$ cat src/rtl/bin_to_bcd_seq_pkg.sv
// Shared types for the sequential binary-to-BCD converter: FSM states, digit type, blank code.
package bcd_pkg;
   typedef enum logic [1:0] {IDLE, SHIFT, DONE} bcd_state_t;
   typedef logic [3:0] bcd_digit_t;
   localparam bcd_digit_t BCD_BLANK = 4'hF;
endpackage

$ cat src/rtl/bin_to_bcd_seq_add3.sv
// Double-dabble digit correction: adds 3 to a BCD digit of 5 or more; purely combinational.
module bcd_add3
   import bcd_pkg::*;
(
   input  bcd_digit_t in_i,
   output bcd_digit_t out_o
);
   assign out_o = (in_i >= 4'd5) ? bcd_digit_t'(in_i + 4'd3) : in_i;
endmodule

$ cat src/rtl/bin_to_bcd_seq.sv
// Shift-and-add-3 binary to BCD, one bit per clock; done pulses WIDTH+1 cycles after start, start ignored while busy.
// Build with LEADING_ZERO_BLANK_EN to replace leading zero digits (never digit 0) with BCD_BLANK.
module bin_to_bcd_seq
   import bcd_pkg::*;
#(
   parameter int WIDTH  = 8,
   parameter int DIGITS = 3
)
(
   input  logic                  clk,
   input  logic                  reset_n,
   input  logic                  start,
   input  logic [WIDTH-1:0]      bin,
   output logic                  busy,
   output logic                  done,
   output logic [4*DIGITS-1:0]   bcd,
   output logic                  ovf
);
   localparam int CW = $clog2(WIDTH + 1);
   localparam int BW = 4 * DIGITS;
   localparam logic [CW-1:0] LAST = CW'(WIDTH - 1);
`ifdef LEADING_ZERO_BLANK_EN
   localparam logic [BW-1:0] BCD_RST = {BW{1'b1}} << 4;
`else
   localparam logic [BW-1:0] BCD_RST = '0;
`endif

   bcd_state_t      state_q, state_d;
   logic [WIDTH-1:0] sr_q, sr_d;
   logic [BW-1:0]   dig_q, dig_d, dig_adj;
   logic [BW-1:0]   bcd_q, bcd_d, bcd_fmt;
   logic [CW-1:0]   cnt_q, cnt_d;
   logic            ovf_acc_q, ovf_acc_d;
   logic            ovf_q, ovf_d;
   logic            done_q, done_d;

   for (genvar k = 0; k < DIGITS; k++) begin : g_add3
      bcd_add3 u_add3 (
         .in_i  (dig_q[4*k +: 4]),
         .out_o (dig_adj[4*k +: 4])
      );
   end

`ifdef LEADING_ZERO_BLANK_EN
   logic lead;
   always_comb begin
      bcd_fmt = dig_q;
      lead    = 1'b1;
      // Walk down from the top digit; digit 0 always shows a value.
      for (int k = DIGITS - 1; k >= 1; k--) begin
         if (lead && (dig_q[4*k +: 4] == 4'd0)) begin
            bcd_fmt[4*k +: 4] = BCD_BLANK;
         end else begin
            lead = 1'b0;
         end
      end
   end
`else
   assign bcd_fmt = dig_q;
`endif

   always_comb begin
      state_d   = state_q;
      sr_d      = sr_q;
      dig_d     = dig_q;
      cnt_d     = cnt_q;
      ovf_acc_d = ovf_acc_q;
      bcd_d     = bcd_q;
      ovf_d     = ovf_q;
      done_d    = 1'b0;
      case (state_q)
         IDLE: begin
            if (start) begin
               state_d   = SHIFT;
               sr_d      = bin;
               dig_d     = '0;
               cnt_d     = '0;
               ovf_acc_d = 1'b0;
            end
         end
         SHIFT: begin
            // The bit shifted out of the top digit means the value no longer fits.
            {dig_d, sr_d} = {dig_adj[BW-2:0], sr_q, 1'b0};
            ovf_acc_d     = ovf_acc_q | dig_adj[BW-1];
            cnt_d         = cnt_q + 1'b1;
            if (cnt_q == LAST) begin
               state_d = DONE;
            end
         end
         DONE: begin
            bcd_d   = bcd_fmt;
            ovf_d   = ovf_acc_q;
            done_d  = 1'b1;
            state_d = IDLE;
         end
         default: state_d = IDLE;
      endcase
   end

   always_ff @(posedge clk) begin
      if (!reset_n) begin
         state_q   <= IDLE;
         sr_q      <= '0;
         dig_q     <= '0;
         cnt_q     <= '0;
         ovf_acc_q <= 1'b0;
         bcd_q     <= BCD_RST;
         ovf_q     <= 1'b0;
         done_q    <= 1'b0;
      end else begin
         state_q   <= state_d;
         sr_q      <= sr_d;
         dig_q     <= dig_d;
         cnt_q     <= cnt_d;
         ovf_acc_q <= ovf_acc_d;
         bcd_q     <= bcd_d;
         ovf_q     <= ovf_d;
         done_q    <= done_d;
      end
   end

   assign busy = (state_q != IDLE);
   assign done = done_q;
   assign bcd  = bcd_q;
   assign ovf  = ovf_q;
endmodule

$ cat config.mk
export PLATFORM = sky130hd
export DESIGN_NAME = bin_to_bcd_seq
export DESIGN_NICKNAME = d
export VERILOG_FILES = /design/src/rtl/bin_to_bcd_seq_pkg.sv /design/src/rtl/bin_to_bcd_seq_add3.sv /design/src/rtl/bin_to_bcd_seq.sv
export SDC_FILE = /design/constraint.sdc
export NUM_CORES = 1
export LEC_CHECK = 0
export BUFFER_PORTS_ARGS = -buffer_cell sky130_fd_sc_hd__buf_2
export CORE_ASPECT_RATIO = 1.4
export CORE_MARGIN = 10
export CORE_UTILIZATION = 46
export DETAILED_ROUTE_END_ITERATION = 8
export PLACE_DENSITY_LB_ADDON = 0.12
export SLEW_MARGIN = 20
export SYNTH_ARGS = -nofsm -noshare
export SYNTH_HDL_FRONTEND = slang
export SYNTH_SLANG_ARGS = --single-unit
$ cat constraint.sdc
create_clock -name clk -period 3.1 [get_ports clk]
set_input_delay 0.31 -clock clk [delete_from_list [all_inputs] [get_ports clk]]
set_output_delay 0.31 -clock clk [all_outputs]
set_load 0.03 [all_outputs]
==> qor.txt <==
=================================================================================
Vias per cell                                                                5.40
Kind of start point of the critical path                                flip-flop
Post-DP HPWL                                                              2790 um
Routed wirelength normalized by instance count                            13.7 um
Met2 Usage GRT                                                              0.197
Cell area after technology mapping                                      1920 um^2
Tmin final                                                                1730 ps
Async SR Flop Fraction                                                          0
Synth area leaders                                                   sky130_fd_sc_hd__dfxtp_1, sky130_fd_sc_hd__nand2_1, sky130_fd_sc_hd__a21boi_0, sky130_fd_sc_hd__ha_1, sky130_fd_sc_hd__o21ai_0
Number of antenna violations at the first check in global routing               0
Final-stage net count                                                         259
Maximum clock frequency                                                   580 MHz
Area leader, netlist                                                 sky130_fd_sc_hd__dfxtp_1
Setup WS pre-CTS                                                          1510 ps
Minimum setup slack in the final design                                   1370 ps
Number of remaining DRC errors                                                  0
Hold violation count in the final report                                        0
Most used flip-flop cell after synthesis                             sky130_fd_sc_hd__dfxtp_1
Clk pin slew, worst setup/hold paths                                        70 ps
VDD IR max                                                             0.000295 V
Antenna diode count                                                             0
Number of standard cells after synthesis                                      221
Synthesized netlist net count                                                 239
Setup-failing EPs final                                                         0
Via count of the first global-routing pass                                   1436
Area share of the largest cell type after synthesis                         0.428
Crit. End Element                                                      output pin
IO buf count                                                                   25
Critical-path top delay cell                                         sky130_fd_sc_hd__dfxtp_1
Startpoint-to-endpoint class of the critical path                    flip-flop to output pin
Placed standard-cell area                                               2010 um^2
Core ar.                                                                3990 um^2
CTS tree                                                                     done
First DRT Iteration DRCs                                                       82
Fill cell total of the finished layout                                        395
Post-route cell area                                                    2100 um^2
Vias post-DR                                                                 1535
Clock Tree Buf Depth                                                            2
Worst Path Max Fanout                                                          12
Cts repair resizes                                                              0
Least-Margin Pin Slew                                                      547 ps
CTS sink count                                                                 41
Clk root buf                                                         sky130_fd_sc_hd__clkbuf_8
Number of warnings printed during yosys synthesis                               0
H-Tree Level Count                                                              2
Run status                                                           complete, no violations
Power density normalized to cell area                                 461 nW/um^2
Sum of negative setup slack                                                  0 ps
EDFF count, synth                                                               0
Routing usage on met3                                                      0.0371
DRT antenna net count                                                           0
Final number of max-transition violations                                       0
Most used routing layer                                                      met2
Flip-flop and latch count after synthesis                                      41
I/O pin count                                                                  26
Number of buffers created by CTS                                                5
Largest net degree at the start of global routing                              35
Non-filler instance count after layout                                        284
Fraction of layout cells with a size suffix above 1                         0.170
Starting density of the core                                                0.481
Post-CTS Setup Bufs                                                             0
Dpl cells                                                                     277
Seq/Total Area, Yosys                                                       0.428
Buf+Inv Stages, Crit Path                                                       2
Synthesis-to-finish area growth                                             9.60%
Max-capacitance violation count                                                 0
Hold-fix buffer count after cts                                                 0
Setup clock skew after layout                                             4.94 ps
RD Place Congestion                                                         0.791
Distinct cell type count of the synthesized netlist                            39
Overflow left after global routing                                              0
Relative slew slack                                                         0.635
Per-instance average area after synthesis                               8.67 um^2
Row cnt                                                                        27
First drt pass iteration count                                                  4
Static power due to leakage                                              0.826 nW
Aggregate global-route resource usage                                       0.118
Die Area                                                                7180 um^2
Area of all sequential standard cells                                    821 um^2
Final total power                                                        0.969 mW
Area of the multi-input gates                                            980 um^2
Clock latency of the later-clocked register in the worst-skew pair         290 ps
Crit-path cells                                                      inv_1 > nand2_1 > buf_2
Wire length reported by the detailed router                               3900 um
RSZ-0062 raised after global routing                                           no
Worst Path Required                                                       2790 ps
Worst min path class                                                 input port to flip-flop
Dominant delay contributor by cell family on the critical path         flip-flops
Wire length of the first global-routing pass                              6670 um
Worst stage delay on the critical path                                     550 ps
Post-route fraction of the period consumed by the critical path             0.557
Global routing usage on met1                                                0.136
Chip Width                                                                74.5 um
Die H                                                                     96.4 um
CP Data Arrival Time                                                      1420 ps
=================================================================================
==> state kept, by name (all words and copies together) (netlist names) <==
name and flops:
bcd_fmt 12, ovf_acc_q 1, sr_q 8, cnt_q 4, state_q 2, bcd 12
done 1, ovf 1
==> synth_stat cells (all sizes together), types with 4 or more instances <==
cell    instances
nand2          47
dfxtp          41
o21ai          21
a21boi         17
a21oi          10
inv             9
nor2            9
buf             8
ha              7
o221ai          5
clkbuf          4
nand2b          4
nand3           4
nor3            4
==> report_power, final <==
| part | leakage [nW] | switching, mW | internal, mW |
|---|---|---|---|
| clock | 0.0443 | 0.175 | 0.177 |
| combinational | 0.449 | 0.0407 | 0.0274 |
| sequential | 0.333 | 0.0110 | 0.538 |
==> worst reg2reg max path: cells and delay by family (launching register included) <==
kind / cells / cell delay, ps
compound gates: 2 / 400
fa+ha+maj: 1 / 170
buf+inv: 1 / 90
flops: 1 / 370
mux: 1 / 380
simple gates: 1 / 130
==> area by class of cell <==
cell class / count / area share
inverter: 9 / 0.0161
sequential: 41 / 0.391
timing repair buffer: 25 / 0.0596
tap: 43 / 0.0256
clock buffer: 7 / 0.0411
multi-input combinational: 159 / 0.467
==> final timing paths <==
kind	slack [ps]	startpoint	cells past startpoint	endpoint
max	1370	state_q[0]	3	busy
min	330	bin[5]	3	sr_q[5]
max reg2reg	1500	bcd_fmt[5]	6	bcd_fmt[6]
min reg2reg	460	bcd[6]	2	bcd[6]
==> through the flow <==
step | hold WS, ps | util
3_3_place_gp | 442 | 0.505
3_5_place_dp | 448 | 0.505
6_report | 329 | 0.527
5_1_grt | 337 | 0.527
4_1_cts | 321 | 0.527
2_1_floorplan | 441 | -
==> cell usage in the layout (no fill, tap or decap), types with 3 or more instances in the layout <==
cell                        n
sky130_fd_sc_hd__nand2b_1   3
sky130_fd_sc_hd__o21ai_1    6
sky130_fd_sc_hd__nand2_1   46
sky130_fd_sc_hd__nor3_1     4
sky130_fd_sc_hd__inv_1      8
sky130_fd_sc_hd__mux2_2     3
sky130_fd_sc_hd__o221ai_1   5
sky130_fd_sc_hd__a21boi_1   4
sky130_fd_sc_hd__buf_2     25
sky130_fd_sc_hd__o31ai_1    3
sky130_fd_sc_hd__a21boi_0  13
sky130_fd_sc_hd__a21oi_1   10
sky130_fd_sc_hd__nor2_1     8
sky130_fd_sc_hd__xnor2_1    3
sky130_fd_sc_hd__xor2_1     3
sky130_fd_sc_hd__nor2b_1    3
sky130_fd_sc_hd__clkbuf_8   6
sky130_fd_sc_hd__and2_1     3
sky130_fd_sc_hd__dfxtp_1   41
sky130_fd_sc_hd__ha_1       7
sky130_fd_sc_hd__o21ai_0   15
sky130_fd_sc_hd__nand3_1    4
==> metal layers <==
metal / vias to the layer above / share of wire / wire length (um)
li1: 791 / - / -
met3: 6 / 0.052 / 203
met2: 36 / 0.47 / 1840
met4: 0 / 0.013 / 51
met1: 702 / 0.46 / 1800
met5: - / 0 / 0
==> cell families (layout without fill, tap and decap cells) <==
| group | Yosys count | count (layout) | synth area share |
|---|---|---|---|
| flip-flops | 41 | 41 | 0.428 |
| XOR/XNOR | 6 | 6 | 0.0274 |
| AO/OA/AOI/OAI | 63 | 63 | 0.212 |
| multiplexers | 4 | 4 | 0.0229 |
| buffers and inverters | 21 | 41 | 0.0601 |
| adder cells (fa/ha/maj) | 7 | 7 | 0.0457 |
| AND/OR/NAND/NOR | 79 | 79 | 0.203 |
No activity file was read; power rests on OpenSTA's default activity.
